## src/rtl/fetch_decode_pkg.sv

```systemverilog
// Shared constants and types for the CPU front end: opcodes, instruction field
// positions, fetch/decode FSM states and the decoded-instruction bundle.
package fetch_decode_pkg;

  localparam int INSTR_W = 16;
  localparam int SEL_W   = 3;
  localparam int IMM_W   = 8;

  // Instruction field positions (LSB of each field)
  localparam int OPC_LSB  = 12;
  localparam int RD_LSB   = 9;
  localparam int FLAG_BIT = 8;
  localparam int RA_LSB   = 5;
  localparam int RB_LSB   = 2;
  localparam int IMM_LSB  = 0;

  localparam logic [3:0] OPCODE_ADD    = 4'd0;
  localparam logic [3:0] OPCODE_SUB    = 4'd1;
  localparam logic [3:0] OPCODE_OR     = 4'd2;
  localparam logic [3:0] OPCODE_XOR    = 4'd3;
  localparam logic [3:0] OPCODE_AND    = 4'd4;
  localparam logic [3:0] OPCODE_NOT    = 4'd5;
  localparam logic [3:0] OPCODE_READ   = 4'd6;
  localparam logic [3:0] OPCODE_WRITE  = 4'd7;
  localparam logic [3:0] OPCODE_LOAD   = 4'd8;
  localparam logic [3:0] OPCODE_CMP    = 4'd9;
  localparam logic [3:0] OPCODE_SHL    = 4'd10;
  localparam logic [3:0] OPCODE_SHR    = 4'd11;
  localparam logic [3:0] OPCODE_JUMP   = 4'd12;
  localparam logic [3:0] OPCODE_JUMPEQ = 4'd13;
  localparam logic [3:0] OPCODE_NOP    = 4'd14;
  localparam logic [3:0] OPCODE_RSVD   = 4'd15;

  typedef enum logic [2:0] {
    ST_IDLE, ST_FETCH, ST_DECODE, ST_EXEC, ST_WB, ST_HALT
  } state_t;

  typedef struct packed {
    logic [4:0]         alu_op;
    logic [INSTR_W-1:0] data_imm;
    logic               data_d_we;
    logic [SEL_W-1:0]   sel_d;
    logic [SEL_W-1:0]   sel_a;
    logic [SEL_W-1:0]   sel_b;
    logic               is_illegal;
  } dec_t;

  // Stores, jumps, the NOP slot and the reserved opcode leave rD untouched.
  function automatic logic writes_rd(input logic [3:0] opc);
    case (opc)
      OPCODE_ADD, OPCODE_SUB, OPCODE_OR, OPCODE_XOR, OPCODE_AND, OPCODE_NOT,
      OPCODE_READ, OPCODE_LOAD, OPCODE_CMP, OPCODE_SHL, OPCODE_SHR:
        writes_rd = 1'b1;
      OPCODE_WRITE, OPCODE_JUMP, OPCODE_JUMPEQ, OPCODE_NOP, OPCODE_RSVD:
        writes_rd = 1'b0;
      default:
        writes_rd = 1'b0;
    endcase
  endfunction

endpackage

```

## src/rtl/fetch_decode_if.sv

```systemverilog
// Instruction-memory req/ack port between the fetch stage (master) and memory.
interface fetch_decode_if;
  import fetch_decode_pkg::*;

  logic               req;
  logic [INSTR_W-1:0] addr;
  logic               ack;
  logic [INSTR_W-1:0] data;

  modport master (output req, addr, input ack, data);
  modport slave  (input req, addr, output ack, data);
endinterface

```

## src/rtl/fetch_decode_decode.sv

```systemverilog
// Combinational instruction decoder: one 16-bit word into ALU control fields,
// register selects and an illegal-opcode flag.
module instr_decode
  import fetch_decode_pkg::*;
(
  input  logic [INSTR_W-1:0] instr,
  output dec_t               dec
);

  logic [3:0]       opc;
  logic [IMM_W-1:0] imm;

  assign opc = instr[OPC_LSB +: 4];
  assign imm = instr[IMM_LSB +: IMM_W];

  always_comb begin
    dec            = '0;
    dec.alu_op     = {opc, instr[FLAG_BIT]};
    dec.data_imm   = {imm, imm};
    dec.data_d_we  = writes_rd(opc);
    dec.sel_d      = instr[RD_LSB +: SEL_W];
    dec.sel_a      = instr[RA_LSB +: SEL_W];
    dec.sel_b      = instr[RB_LSB +: SEL_W];
    dec.is_illegal = (opc == OPCODE_RSVD);
  end

endmodule

```

## src/rtl/fetch_decode.sv

```systemverilog
// CPU front end: fetch over req/ack, decode, then sequence ALU enable and
// write-back / PC-advance strobes. Sticky illegal and bus_error park in HALT.
module fetch_decode
  import fetch_decode_pkg::*;
#(
  parameter int FETCH_TIMEOUT = 255
)(
  input  logic               clk,
  input  logic               reset,
  input  logic               run,
  input  logic               stall,
  input  logic [INSTR_W-1:0] pc,
  fetch_decode_if.master     imem,
  output logic               alu_en,
  output logic [4:0]         alu_op,
  output logic [INSTR_W-1:0] data_imm,
  output logic               data_d_we,
  output logic [SEL_W-1:0]   sel_d,
  output logic [SEL_W-1:0]   sel_a,
  output logic [SEL_W-1:0]   sel_b,
  output logic               wb_en,
  output logic               pc_advance,
  output logic               illegal,
  output logic               bus_error
);

  localparam int             CNT_W    = (FETCH_TIMEOUT > 1) ? $clog2(FETCH_TIMEOUT + 1) : 1;
  localparam bit             TO_EN    = (FETCH_TIMEOUT != 0);
  localparam logic [CNT_W-1:0] CNT_LAST = CNT_W'(FETCH_TIMEOUT - 1);

  state_t             state;
  logic [INSTR_W-1:0] ir;
  logic [INSTR_W-1:0] addr_q;
  logic [CNT_W-1:0]   cnt;
  logic               req_q;
  logic               ack_pend;
  logic               fetch_first;
  dec_t               dec;

  instr_decode u_dec (.instr(ir), .dec(dec));

  // pc moves on the very edge that leaves WB, so the fetch address follows pc
  // through the first FETCH cycle and is held from the next edge on.
  assign imem.addr = fetch_first ? pc : addr_q;
  assign imem.req  = req_q;

  always_ff @(posedge clk or posedge reset) begin
    if (reset) begin
      state       <= ST_IDLE;
      ir          <= '0;
      addr_q      <= '0;
      cnt         <= '0;
      req_q       <= 1'b0;
      ack_pend    <= 1'b0;
      fetch_first <= 1'b0;
      alu_en      <= 1'b0;
      alu_op      <= '0;
      data_imm    <= '0;
      data_d_we   <= 1'b0;
      sel_d       <= '0;
      sel_a       <= '0;
      sel_b       <= '0;
      wb_en       <= 1'b0;
      pc_advance  <= 1'b0;
      illegal     <= 1'b0;
      bus_error   <= 1'b0;
    end else if (stall) begin
      // Everything freezes, but a memory ack is one-shot and must not be lost.
      if (state == ST_FETCH && imem.ack && !ack_pend) begin
        ir       <= imem.data;
        ack_pend <= 1'b1;
      end
    end else begin
      alu_en     <= 1'b0;
      wb_en      <= 1'b0;
      pc_advance <= 1'b0;
      case (state)
        ST_IDLE: begin
          if (run) begin
            state       <= ST_FETCH;
            req_q       <= 1'b1;
            fetch_first <= 1'b1;
          end
        end
        ST_FETCH: begin
          if (fetch_first) begin
            addr_q      <= pc;
            fetch_first <= 1'b0;
          end
          if (imem.ack || ack_pend) begin
            if (!ack_pend) ir <= imem.data;
            ack_pend <= 1'b0;
            req_q    <= 1'b0;
            cnt      <= '0;
            state    <= ST_DECODE;
          end else if (TO_EN && cnt == CNT_LAST) begin
            bus_error <= 1'b1;
            req_q     <= 1'b0;
            cnt       <= '0;
            state     <= ST_HALT;
          end else begin
            cnt <= cnt + CNT_W'(1);
          end
        end
        ST_DECODE: begin
          alu_op    <= dec.alu_op;
          data_imm  <= dec.data_imm;
          data_d_we <= dec.data_d_we;
          sel_d     <= dec.sel_d;
          sel_a     <= dec.sel_a;
          sel_b     <= dec.sel_b;
          if (dec.is_illegal) begin
            illegal <= 1'b1;
            state   <= ST_HALT;
          end else begin
            alu_en  <= 1'b1;
            state   <= ST_EXEC;
          end
        end
        ST_EXEC: begin
          wb_en      <= 1'b1;
          pc_advance <= 1'b1;
          state      <= ST_WB;
        end
        ST_WB: begin
          if (run) begin
            state       <= ST_FETCH;
            req_q       <= 1'b1;
            fetch_first <= 1'b1;
          end else begin
            state       <= ST_IDLE;
          end
        end
        ST_HALT: ;
        default: state <= ST_IDLE;
      endcase
    end
  end

endmodule
```

## src/flat_wrapper.sv

```systemverilog
// flat-port wrapper written by rule: the top's interface ports become plain ports
module fetch_decode_flat import fetch_decode_pkg::*;
#(
  parameter int FETCH_TIMEOUT = 255
)
  (clk, reset, run, stall, pc, alu_en, alu_op, data_imm, data_d_we, sel_d, sel_a, sel_b, wb_en, pc_advance, illegal, bus_error, imem_req, imem_addr, imem_ack, imem_data);
  fetch_decode_if imem_i ();
  input  logic clk;
  input  logic reset;
  input  logic run;
  input  logic stall;
  input  logic [INSTR_W-1:0] pc;
  output logic alu_en;
  output logic [4:0] alu_op;
  output logic [INSTR_W-1:0] data_imm;
  output logic data_d_we;
  output logic [SEL_W-1:0] sel_d;
  output logic [SEL_W-1:0] sel_a;
  output logic [SEL_W-1:0] sel_b;
  output logic wb_en;
  output logic pc_advance;
  output logic illegal;
  output logic bus_error;
  output wire logic [$bits(imem_i.req)-1:0] imem_req;
  output wire logic [$bits(imem_i.addr)-1:0] imem_addr;
  input wire logic [$bits(imem_i.ack)-1:0] imem_ack;
  input wire logic [$bits(imem_i.data)-1:0] imem_data;
  assign imem_req = imem_i.req;
  assign imem_addr = imem_i.addr;
  assign imem_i.ack = imem_ack;
  assign imem_i.data = imem_data;
  fetch_decode #(.FETCH_TIMEOUT(FETCH_TIMEOUT)) u_core (.clk(clk), .reset(reset), .run(run), .stall(stall), .pc(pc), .imem(imem_i), .alu_en(alu_en), .alu_op(alu_op), .data_imm(data_imm), .data_d_we(data_d_we), .sel_d(sel_d), .sel_a(sel_a), .sel_b(sel_b), .wb_en(wb_en), .pc_advance(pc_advance), .illegal(illegal), .bus_error(bus_error));
endmodule
```

## config.mk

```make
export PLATFORM = sky130hd
export DESIGN_NAME = fetch_decode_flat
export DESIGN_NICKNAME = d
export VERILOG_FILES = /design/src/rtl/fetch_decode_pkg.sv /design/src/rtl/fetch_decode_if.sv /design/src/rtl/fetch_decode_decode.sv /design/src/rtl/fetch_decode.sv /design/src/flat_wrapper.sv
export SDC_FILE = /design/constraint.sdc
export NUM_CORES = 1
export LEC_CHECK = 0
export CAP_MARGIN = 20
export CORE_MARGIN = 4
export CORE_UTILIZATION = 50
export DETAILED_ROUTE_END_ITERATION = 16
export DONT_BUFFER_PORTS = 1
export HOLD_SLACK_MARGIN = 0.02
export PLACE_DENSITY = 0.71
export REMOVE_ABC_BUFFERS = 1
export SLEW_MARGIN = 40
export SYNTH_ARGS = -nofsm -noshare
export SYNTH_HDL_FRONTEND = slang
export SYNTH_HIERARCHICAL = 1
export SYNTH_SLANG_ARGS = --single-unit
```

## constraint.sdc

```tcl
create_clock -name clk -period 3 [get_ports clk]
set_input_delay 0.6 -clock clk [delete_from_list [all_inputs] [get_ports clk]]
set_output_delay 0.6 -clock clk [all_outputs]
set_load 0.01 [all_outputs]
```

# Word level (Yosys, flattened, before mapping)
# Memory sizes are Yosys's and may differ from the RTL's. A register that Yosys moved wholly into a read port is not among the register bits.
# Cells that the tools add are included.
# W data, S select, Z words.
word_totals:
  reg_bits: 80
  rom_bits: 16
  in_bits: 37
  output_inout_bits: 53
  wordCells: 77
  memories: 1
memory_table:
  columns: ["name", "depth", "width", "read_ports", "rd_ports_with_merged_regs", "write_ports", "line_no", "rtl"]
  rows:
  - ["(no name shown)", 16, 1, 1, 1, 0, "fetch_decode_pkg.sv:50", "case (opc)"]
classes:
  add_sub_neg: 1
  n_eq_ne: 12
  muxes: 26
  bitwise_logic: 3
  reduce_logical: 18
ops:
  columns: ["cell", "n"]
  rows:
  - ["$mux W16", 6]
  - ["$pmux W3 S6", 1]
  - ["$mux W8", 2]
  - ["$reduce_and A4 Y1", 4]
  - ["$mux W3", 4]
  - ["$mux W1", 11]
  - ["$reduce_and A3 Y1", 3]
  - ["$add A8 B1 Y8 const B", 1]
  - ["$eq A8 B8 Y1 const B", 1]
  - ["$eq A3 B2 Y1 const B", 2]
  - ["$eq A3 B3 Y1 const B", 2]
  - ["$reduce_bool A2 Y1", 3]
  - ["$eq A4 B4 Y1 const B", 1]
  - ["$ne A2 B1 Y1 const B", 2]
  - ["$ne A2 B2 Y1 const B", 2]
  - ["$pmux W1 S2", 2]
  - ["$reduce_and A2 Y1", 2]
  - ["$eq A3 B1 Y1 const B", 1]
  - ["$logic_not A3 Y1", 1]
  - ["$ne A3 B3 Y1 const B", 1]
  - ["$not A1 Y1", 3]
  - ["$logic_and A1 B1 Y1", 2]
  - ["$reduce_or A2 Y1", 1]
  - ["$logic_not A1 Y1", 1]
  - ["$logic_or A1 B1 Y1", 1]

# Logic depth before layout (Yosys ltp)
# Gate-level depths: netlist of run 1.
logic_depth:
  ltp_word: 5
  mapped_depth: 7
  depth_no_buf: 6

# By module
# The synthesis of run 1 kept the hierarchy.
by_module_without_submodules:
  columns: ["mod", "n_inst", "cells_per_inst", "area_each_um2", "seq_area_each_um2"]
  rows:
  - ["fetch_decode", 1, 288, 3497.1, 2026.9]
  - ["instr_decode", 1, 33, 245.2, 0.0]

# Worst setup path before layout of run 1
# Ideal clock, no wire load.
synth_timing:
  path_kind: "reg-to-output"
  from: "reg u_core.fetch_first"
  to: "out imem_addr[0]"
  arrival_time_ps: 1083
  required_time_ps: 2400
  path_slack_ps: 1317
  path_stages_with_launch: 4
  path_buffers: 2
  cell_sequence: "dfrtp_1 buf_2 buf_2 mux2_2"
synth_between:
  elab_chain_len: 1
synth_lines:
  columns: ["item", "line_no", "rtl"]
  rows:
  - ["start: declaration", "fetch_decode.sv:37", "logic fetch_first;"]
  - ["start signal: assignment", "fetch_decode.sv:55", "fetch_first <= 1'b0;"]
  - ["start signal: assignment", "fetch_decode.sv:82", "fetch_first <= 1'b1;"]
  - ["start signal: assignment", "fetch_decode.sv:88", "fetch_first <= 1'b0;"]
  - ["$mux W16", "fetch_decode.sv:44", "assign imem.addr = fetch_first ? pc : addr_q;"]
  - ["end: declaration", "flat_wrapper.sv:25", "output wire logic [$bits(imem_i.addr)-1:0] imem_addr;"]
# No other way between the ends.

# Final worst setup path of run 1
layout_timing:
  from: "reg u_core.fetch_first"
  to: "out imem_addr[7]"
# Same word-level chain as after synthesis.

==> flow_metrics.tcl, run 1 <==
set metrics [dict create \
    hold_buffers 0 \
    post-cts-setup-buffer-count 0 \
    die_height_um 94.5 \
    synth-compound-area-share 0.0608 \
    switching_share 0.357 \
    finish.cell_count_without_fillers 393 \
    timing.fmax_mhz 454 \
    synth.area.mux_share 0.192 \
    port-buffer-count 0 \
    number_of_clock_sinks_seen_by_cts 81 \
    power_report.internal_total_w 0.00251 \
    via_count_of_the_first_global_routing_pass 2258 \
    route.final.wire_length_mm 6.57 \
    warnings_synthesis 6 \
    antenna_found_initial 1 \
    initial_utilization 0.516 \
    synth.top_cells.by_area "sky130_fd_sc_hd__dfrtp_1 54%, sky130_fd_sc_hd__mux2_2 16%, sky130_fd_sc_hd__buf_4 7.0%" \
    path_delay_family "flip-flops" \
    synth.top_cell.area_share 0.542 \
    pin_count_of_the_biggest_net_entering_global_routing 45 \
    synth_most_common_cell "sky130_fd_sc_hd__dfrtp_1" \
    grt_first_pass_wirelength_mm 10.9 \
    post_cts_resized 0 \
    cp.buffers_inverters 0 \
    postRouteAntennaNets 0 \
    hold_path.class "in -> async" \
    timing_worst_setup_path_type "reg -> out" \
    comb_power_share 0.265 \
    synth_xor_xnor_area_share 0 \
    p_switching_w 0.00140 \
    number_of_top_level_pins 90 \
    cts.root.buffer_cell "sky130_fd_sc_hd__clkbuf_8" \
    drv.max_cap_violation_count 0 \
    synth_area_per_cell_um2 11.7 \
    dpl.hpwl_mm 4.56 \
    crit_arrival_ns 1.60 \
    worst_setup_hold_path_clk_slew_ns 0.08 \
    sequentialPowerShare 0.537 \
    num_rows 31 \
    die_w_um 94.5 \
    cp.required_ns 2.40 \
    yosys.area_share.adder 0.00669 \
    dieArea_mm2 0.00893 \
    clock_power_frac 0.198 \
    rsz_0062_raised_after_global_routing "false" \
    timing.critical_path.slowest_stage_cell "sky130_fd_sc_hd__dfrtp_1" \
    flow.area_growth_from_synthesis_pct 1.20 \
    timing_worst_slew_pin_value_ns 0.699 \
    cts_htree_levels 3 \
    power.density_cell_area_mw_per_mm2 1030 \
    synthArstFlopShare 1.00 \
    groute.usage.overall 0.159 \
    slowest_delay_ns 0.80 \
    insertion_delay_ns 0.34 \
    gp_routability_congestion 0.720 \
    yosysSeqAreaShare 0.542 \
    drt-initial-drc-count 74 \
    dp_cells 377 \
    clock_tree.buffer_depth 2 \
    num-nets-final 328 \
    time_the_worst_path_needs_with_i_o_delays_and_setup_ns 2.20 \
    total_leakage_power_nw 1.72 \
    simple_gate_share_of_the_synthesized_area 0.109 \
    first_pass_iters 4 \
    core_mm2 0.00725 \
    yosys_register_bits 81 \
    synth_area_mm2 0.00374 \
    vdd.ir_drop.worst_v 0.000577 \
    endpoint_kind "primary output" \
    postSynthCellCount 321 \
    drc 0 \
    drv_slew 0 \
    synth.distinct_cells 35 \
    outcome "completed" \
    synth_flop_cell "sky130_fd_sc_hd__dfrtp_1" \
    synthDominantAreaCellType "sky130_fd_sc_hd__dfrtp_1" \
    final_min_period_over_clock_period 0.734 \
    critical_path.max_fanout 18 \
    via_density 5.40 \
    synth_top_family_by_area "multiplexers" \
    worst_slew_margin_rel 0.534 \
    totalPowerFinal_w 0.00391 \
    timing.critical_path.depth 1 \
    tns_ns 0 \
    total_clock_buffers_created_by_cts 9 \
    globalRouteOverflowTotal 0 \
    worst_r2r_path_depth 4 \
    drt-wirelength-per-cell_um 16.7 \
    vias_after_detailed_routing 2122 \
    setup-violations-final 0 \
    hold_viol 0 \
    cp-start-kind "flop" \
    cts_tree "built" \
    timing.critical_path.cells "mux2_2" \
    drive_above_1_share 0.270 \
    synth_enable_flop_cells 0 \
    largest_clock_skew_in_the_final_design_ns 0.00668 \
    synth_top_cells_by_count "81 x sky130_fd_sc_hd__dfrtp_1, 58 x sky130_fd_sc_hd__nand2_1, 52 x sky130_fd_sc_hd__mux2_2, 35 x sky130_fd_sc_hd__buf_4, 11 x sky130_fd_sc_hd__mux2_1" \
]
## per-layer routing
metal	up-vias	global-route usage	share of wire
met1	1037	0.177	0.41
met4	0	0.0613	0.0082
met3	6	0.0853	0.11
met2	70	0.255	0.47
met5	-	0	0
li1	1009	-	-
## per-stage QoR
stage | area (µm²) | hold WS (ns) | worst slack [ns] | utilization
after floorplan | 3420 | 0.442 | 0.320 | -
after global placement | 3580 | 0.454 | 1.00 | 0.494
after detailed placement | 3580 | 0.459 | 1.00 | 0.494
after CTS | 3780 | 0.252 | 0.748 | 0.521
after global routing | 3790 | 0.201 | 0.691 | 0.522
final | 3790 | 0.176 | 0.798 | 0.522
## registers in the layout, indices dropped and copies added, names as in the netlist, 3 cells and up
| register | flops |
|---|---|
| u_core/addr_q | 16 |
| u_core/alu_op | 5 |
| u_core/cnt | 8 |
| u_core/data_imm | 16 |
| u_core/ir | 16 |
| u_core/sel_a | 3 |
| u_core/sel_b | 3 |
| u_core/sel_d | 3 |
| u_core/state | 3 |
## final timing paths
kind,slack (ns),to,startpoint
worst min register to register,0.48,u_core/addr_q[7]$_DFFE_PP0P_,u_core/addr_q[7]$_DFFE_PP0P_
min in group clk,0.35,u_core/pc_advance$_DFFE_PP0N_,stall
worst max register to register,1.06,u_core/ir[7]$_DFFE_PP0P_,u_core/state[0]$_DFFE_PP0P_
worst min-delay path,0.18,u_core/cnt[6]$_DFFE_PP0P_,reset
worst max-delay path,0.80,imem_addr[7],u_core/fetch_first$_DFFE_PP0P_
max in group asynchronous,2.16,u_core/data_imm[10]$_DFFE_PP0P_,reset
## final cells by class
class | instances | area [µm²]
clock inverters | 5 | 56.3
fillers | 647 | 3470
repair buffers | 4 | 30.0
clock buffers | 10 | 138
diodes | 1 | 2.50
multi-input cells | 189 | 1390
flip-flops and latches | 81 | 2030
well taps | 99 | 124
inverters | 4 | 17.5
## power by group through the flow
stage	Clock [W]	Combinational [W]	Sequential, W
2_1_floorplan	0	0.000885	0.00198
3_3_place_gp	0	0.00101	0.00210
3_5_place_dp	0	0.00104	0.00213
4_1_cts	0.000810	0.00105	0.00211
5_1_grt	0.000858	0.00117	0.00218
6_report	0.000775	0.00103	0.00210
## cell usage in the layout (no fill, tap or decap), drive strengths merged, types with 2 or more instances in the layout
master | Yosys | layout
a21oi | 6 | 6
a31oi | 10 | 10
and3 | 6 | 6
buf | 44 | 4
clkbuf | 3 | 10
clkinv | 0 | 3
dfrtp | 81 | 81
ha | 2 | 2
inv | 4 | 4
mux2 | 63 | 63
nand2 | 58 | 58
nand2b | 5 | 5
nand3 | 4 | 4
nor2 | 6 | 6
nor3 | 4 | 4
o21ai | 11 | 11
o31ai | 2 | 2
## cells by family (layout without fill, tap and decap cells)
kind of cell,after synthesis,after routing
buf+inv,51,23
simple gates,87,87
other cells,0,1
fa+ha+maj,2,2
mux,64,64
compound gates,36,36
flops,81,81
(Power assumes the default switching activity.)
==> inputs of run 2 (changes only) <==
==> constraint.sdc (replaced) <==
create_clock -name clk -period 2.31 [get_ports clk]
set_input_delay 0.462 -clock clk [delete_from_list [all_inputs] [get_ports clk]]
set_output_delay 0.462 -clock clk [all_outputs]
set_load 0.01 [all_outputs]
==> run 2 against run 1 <==
Effect of this change:
- core utilization rose by 0.97 points
- first-iteration DRC count up 4.1%
- clock power increased by 56%
- cell area is 1.9% higher
- register-to-register slack worse by 0.64 ns
- non-clock buffer count increased by 2
- clock skew increased by 0.0056 ns
- final cell count increased by 0.76%
- setup slack got worse by 0.38 ns
- wire length up 0.47%
- largest power group unchanged
- highest routed layer unchanged
==> flow_metrics.tcl, run 2 (synthesized netlist as in run 1, its figures left out) <==
set metrics [dict create \
    commonest_non_fill_non_tap_cell_in_the_layout "sky130_fd_sc_hd__dfrtp_1" \
    postRouteAntennaNets 0 \
    globalRouteOverflowTotal 0 \
    initial_utilization 0.516 \
    largest_clock_skew_in_the_final_design_ns 0.0123 \
    met3_usage 0.0709 \
    post-cts-setup-buffer-count 0 \
    cp.buffers_inverters 0 \
    time_the_worst_path_needs_with_i_o_delays_and_setup_ns 1.89 \
    setup-violations-final 0 \
    use_met2 0.265 \
    slowest_delay_ns 0.59 \
    flow.area_growth_from_synthesis_pct 3.08 \
    drv_slew 0 \
    timing_worst_setup_path_type "reg -> reg" \
    top_usage_layer "met2" \
    insertion_delay_ns 0.34 \
    drive_above_1_share 0.271 \
    hold_buffers 0 \
    antenna_found_initial 2 \
    vias_after_detailed_routing 2138 \
    drv.max_cap_violation_count 0 \
    number_of_clock_sinks_seen_by_cts 81 \
    post_cts_resized 0 \
    die_height_um 94.5 \
    die_w_um 94.5 \
    num_rows 31 \
    cp.required_ns 2.53 \
    cp-start-kind "flop" \
    rsz_0062_raised_after_global_routing "false" \
    hold_path.class "in -> async" \
    timing.critical_path.cells "nor3b_2 -> nand2_1 -> nor2_4 -> mux2_2" \
    layout_top_registers "u_core/addr_q (16), u_core/data_imm (16), u_core/ir (16)" \
    num-nets-final 330 \
    timing.critical_path.slowest_stage_cell "sky130_fd_sc_hd__dfrtp_1" \
    totalPowerFinal_w 0.00530 \
    cts_htree_levels 3 \
    endpoint_kind "flop" \
    grt_first_pass_wirelength_mm 11.0 \
    port-buffer-count 0 \
    pin_count_of_the_biggest_net_entering_global_routing 43 \
    groute.usage.overall 0.158 \
    gp_routability_congestion 0.756 \
    multiInputGateArea_mm2 0.00139 \
    drt-wirelength-per-cell_um 16.7 \
    layout.filler_cells 625 \
    critical_path.max_fanout 16 \
    cts.root.buffer_cell "sky130_fd_sc_hd__clkbuf_8" \
    area_used_by_sequential_logic_in_the_layout_mm2 0.00203 \
    hold_viol 0 \
    dieArea_mm2 0.00893 \
    timing.fmax_mhz 529 \
    grt_util_met1 0.181 \
    timing_worst_slew_pin_value_ns 0.556 \
    outcome "completed" \
    tns_ns 0 \
    drt-initial-drc-count 77 \
    path_delay_family "simple AND/OR/NAND/NOR gates" \
    via_count_of_the_first_global_routing_pass 2312 \
    mostFrequentLayoutCells "81 x sky130_fd_sc_hd__dfrtp_1, 58 x sky130_fd_sc_hd__nand2_1, 52 x sky130_fd_sc_hd__mux2_2" \
    power.density_cell_area_mw_per_mm2 1370 \
    core_mm2 0.00725 \
    worst_slew_margin_rel 0.629 \
    post-route-worst-setup-slack_ns 0.419 \
    total_leakage_power_nw 1.75 \
    first_pass_iters 4 \
    crit_arrival_ns 2.11 \
    route.final.wire_length_mm 6.60 \
    worst_setup_hold_path_clk_slew_ns 0.08 \
    drc 0 \
    number_of_top_level_pins 90 \
    cts_tree "built" \
    preCtsSetupSlack_ns 0.430 \
    dpl.hpwl_mm 4.65 \
    total_clock_buffers_created_by_cts 9 \
    final_min_period_over_clock_period 0.819 \
    clock_tree.buffer_depth 2 \
    via_density 5.40 \
    vdd.ir_drop.worst_v 0.000892 \
]
## run 2: cell count changes in the layout (fill, tap and decap cells not counted), sizes merged
cell and change:
inv +1, buf +2, diode +1, clkinv -2, clkbuf -1, bufinv +2
## run 2: path summary, 6_finish.rpt
| check | startpoint | to | slack (ns) | cells past startpoint |
|---|---|---|---|---|
| worst min-delay path | reset | u_core/addr_q[13]$_DFFE_PP0P_ | 0.02 | 1 |
| worst max register to register | u_core/state[0]$_DFFE_PP0P_ | u_core/ir[5]$_DFFE_PP0P_ | 0.42 | 4 |
| worst min register to register | u_core/addr_q[7]$_DFFE_PP0P_ | u_core/addr_q[7]$_DFFE_PP0P_ | 0.48 | 2 |
| min in group clk | stall | u_core/alu_en$_DFFE_PP0N_ | 0.22 | 1 |
| worst max-delay path | u_core/state[0]$_DFFE_PP0P_ | u_core/ir[5]$_DFFE_PP0P_ | 0.42 | 4 |
| max in group asynchronous | reset | u_core/ir[3]$_DFFE_PP0P_ | 1.70 | 2 |
## run 2: through the flow
step	instance area (µm²)	std cells	utilization	hold WS (ns)
3_3_place_gp	3610	379	0.498	0.454
4_1_cts	3850	394	0.531	0.117
2_1_floorplan	3420	274	-	0.442
3_5_place_dp	3610	379	0.498	0.463
6_report	3860	396	0.532	0.0244
5_1_grt	3860	396	0.532	0.0672
## run 2: cell type report
cell class | instances | share of cell area
Clock buffer | 9 | 0.0321
Tap cell | 99 | 0.0321
Inverter | 4 | 0.00454
Timing Repair Buffer | 6 | 0.0149
Clock inverter | 6 | 0.0298
Antenna cell | 2 | 0.00130
Multi-Input combinational cell | 189 | 0.360
Sequential cell | 81 | 0.525
## run 2: per-layer routing
metal,wire [µm],part of all wire,up-vias
li1,-,-,1010
met1,2680,0.41,1053
met2,3200,0.48,69
met3,647,0.098,6
met4,71,0.011,0
met5,0,0,-
## run 2: report_power, final
part	total, W	internal (W)	switching (W)
Combinational	0.00141	0.000718	0.000689
Sequential	0.00268	0.00204	0.000640
Clock	0.00121	0.000717	0.000496
==> RTL change (settings of run 1) <==
Change the package constant `SEL_W` from 3 to 2.
--- a/src/rtl/fetch_decode_pkg.sv
+++ b/src/rtl/fetch_decode_pkg.sv
@@ -4,5 +4,5 @@
 
   localparam int INSTR_W = 16;
-  localparam int SEL_W   = 3;
+  localparam int SEL_W   = 2;
   localparam int IMM_W   = 8;
 
Ports: changed (resized sel_a, sel_b and sel_d); port bits go from 90 to 87. No check against the original RTL was run, so the function may have changed too.
==> RTL change against run 1 <==
Cell area is 4.9% lower. Area after synthesis shrank 5.6%. Worst hold slack gained 23 ps. Total power down 6.1%. Routed wire length down 7.9%. Largest cell class unchanged. Sequential cell count is 4 lower. Worst setup slack gained 29 ps. Die area decreased by 5.1%. Largest power group unchanged.
==> RTL change: results (changes against run 1) <==
The flow ran to the end, and the final reports show no timing, DRC or antenna violations. The global router's overall resource usage was 15.4% (-0.48 points); the average instance area after synthesis was 11.4 sq um (-2.0%). The detailed-routing iteration count for the pre-antenna-repair pass is 4 (unchanged). Number of global-route vias before repair: 2148 (-4.9%).

The stage delay of the slowest cell on the critical path was 770 ps (-30 ps); the number of buffers between clock root and the deepest sink was 2 (unchanged). Total via count in the routed design: 2020 (-4.8%). The mean routed wirelength per cell is 15.8 um (-5.7%), and the count of placed standard cells including taps is 368 (-2.4%). Cell leakage power: 1.63 nW (-5.4%).

The normalized max-slew margin came out at 55.9% (+2.5 points). The tools report the critical path arrival as 1570 ps (-30 ps). The final antenna diode count was 0 (-1). The run gives 10300 um (-4.8%) as the wire length of the first global-routing pass.

The largest registers in the layout are u_core/addr_q x16, u_core/data_imm x16, u_core/ir x15. The logs give 322 (-1.8%) for the final-stage net count and 0.794 (+10%) for the final RePlAce weighted congestion. DRC marker count from the first detailed-route iteration: 55 (-26%). Largest clock skew in the final design: 10.4 ps (+3.74 ps).

The total detailed-routing wirelength came out at 6050 um (-7.9%). For the total internal power, the log shows 2.34 mW (-7.0%). The ratio of cells with drive above 1 in the final layout is 30.2% (+3.2 points). Number of antenna violations at the first check in global routing: 0 (-1). The post-CTS setup-driven buffer insertion count was 0 (unchanged); the largest net degree at the start of global routing was 78 (+73%).
==> RTL change: power groups by stage <==
stage / clock network (mW) / registers, mW / logic [mW]
CTS: 0.693 / 1.99 / 1.04
finish: 0.669 / 1.98 / 1.02
floorplan: 0 / 1.87 / 0.881
global placement: 0 / 1.99 / 1.01
global route: 0.746 / 2.06 / 1.17
detailed placement: 0 / 2.01 / 1.04
==> RTL change: final cells by class <==
cell class | count | area, sq um
clock buffers | 10 | 128
multi-input cells | 185 | 1320
well taps | 96 | 120
clock inverters | 6 | 40.0
repair buffers | 5 | 50.0
fillers | 621 | 3230
flip-flops and latches | 77 | 1930
inverters | 5 | 20.0
==> RTL change: through the flow <==
step	power (mW)	utilization (%)	setup slack (ps)	cell area, sq um
4_1_cts	3.73	52.7	796	3600
3_3_place_gp	2.99	50.3	887	3430
3_5_place_dp	3.05	50.3	841	3430
5_1_grt	3.97	52.7	738	3600
6_report	3.67	52.7	826	3600
2_1_floorplan	2.75	-	-333	3260
==> RTL change: per-layer routing <==
| metal | global-route usage (%) | vias to the layer above | share of wire, % |
|---|---|---|---|
| met1 | 17.8 | 977 | 42 |
| met2 | 23.7 | 71 | 46 |
| met5 | 0 | - | 0 |
| met4 | 5.20 | 0 | 0.81 |
| met3 | 9.19 | 5 | 12 |
| li1 | - | 967 | - |
==> RTL change: path summary, 6_finish.rpt <==
kind	start	endpoint	slack, ps	depth (start not counted)
min in group clk	stall	u_core/state[1]	340	1
max reg2reg	u_core/state[1]	u_core/cnt[7]	920	4
max in group asynchronous	reset	u_core/cnt[5]	2460	2
min reg2reg	u_core/addr_q[6]	u_core/addr_q[6]	480	2
max	u_core/fetch_first	imem_addr[11]	830	1
min	reset	u_core/sel_b[0]	200	2
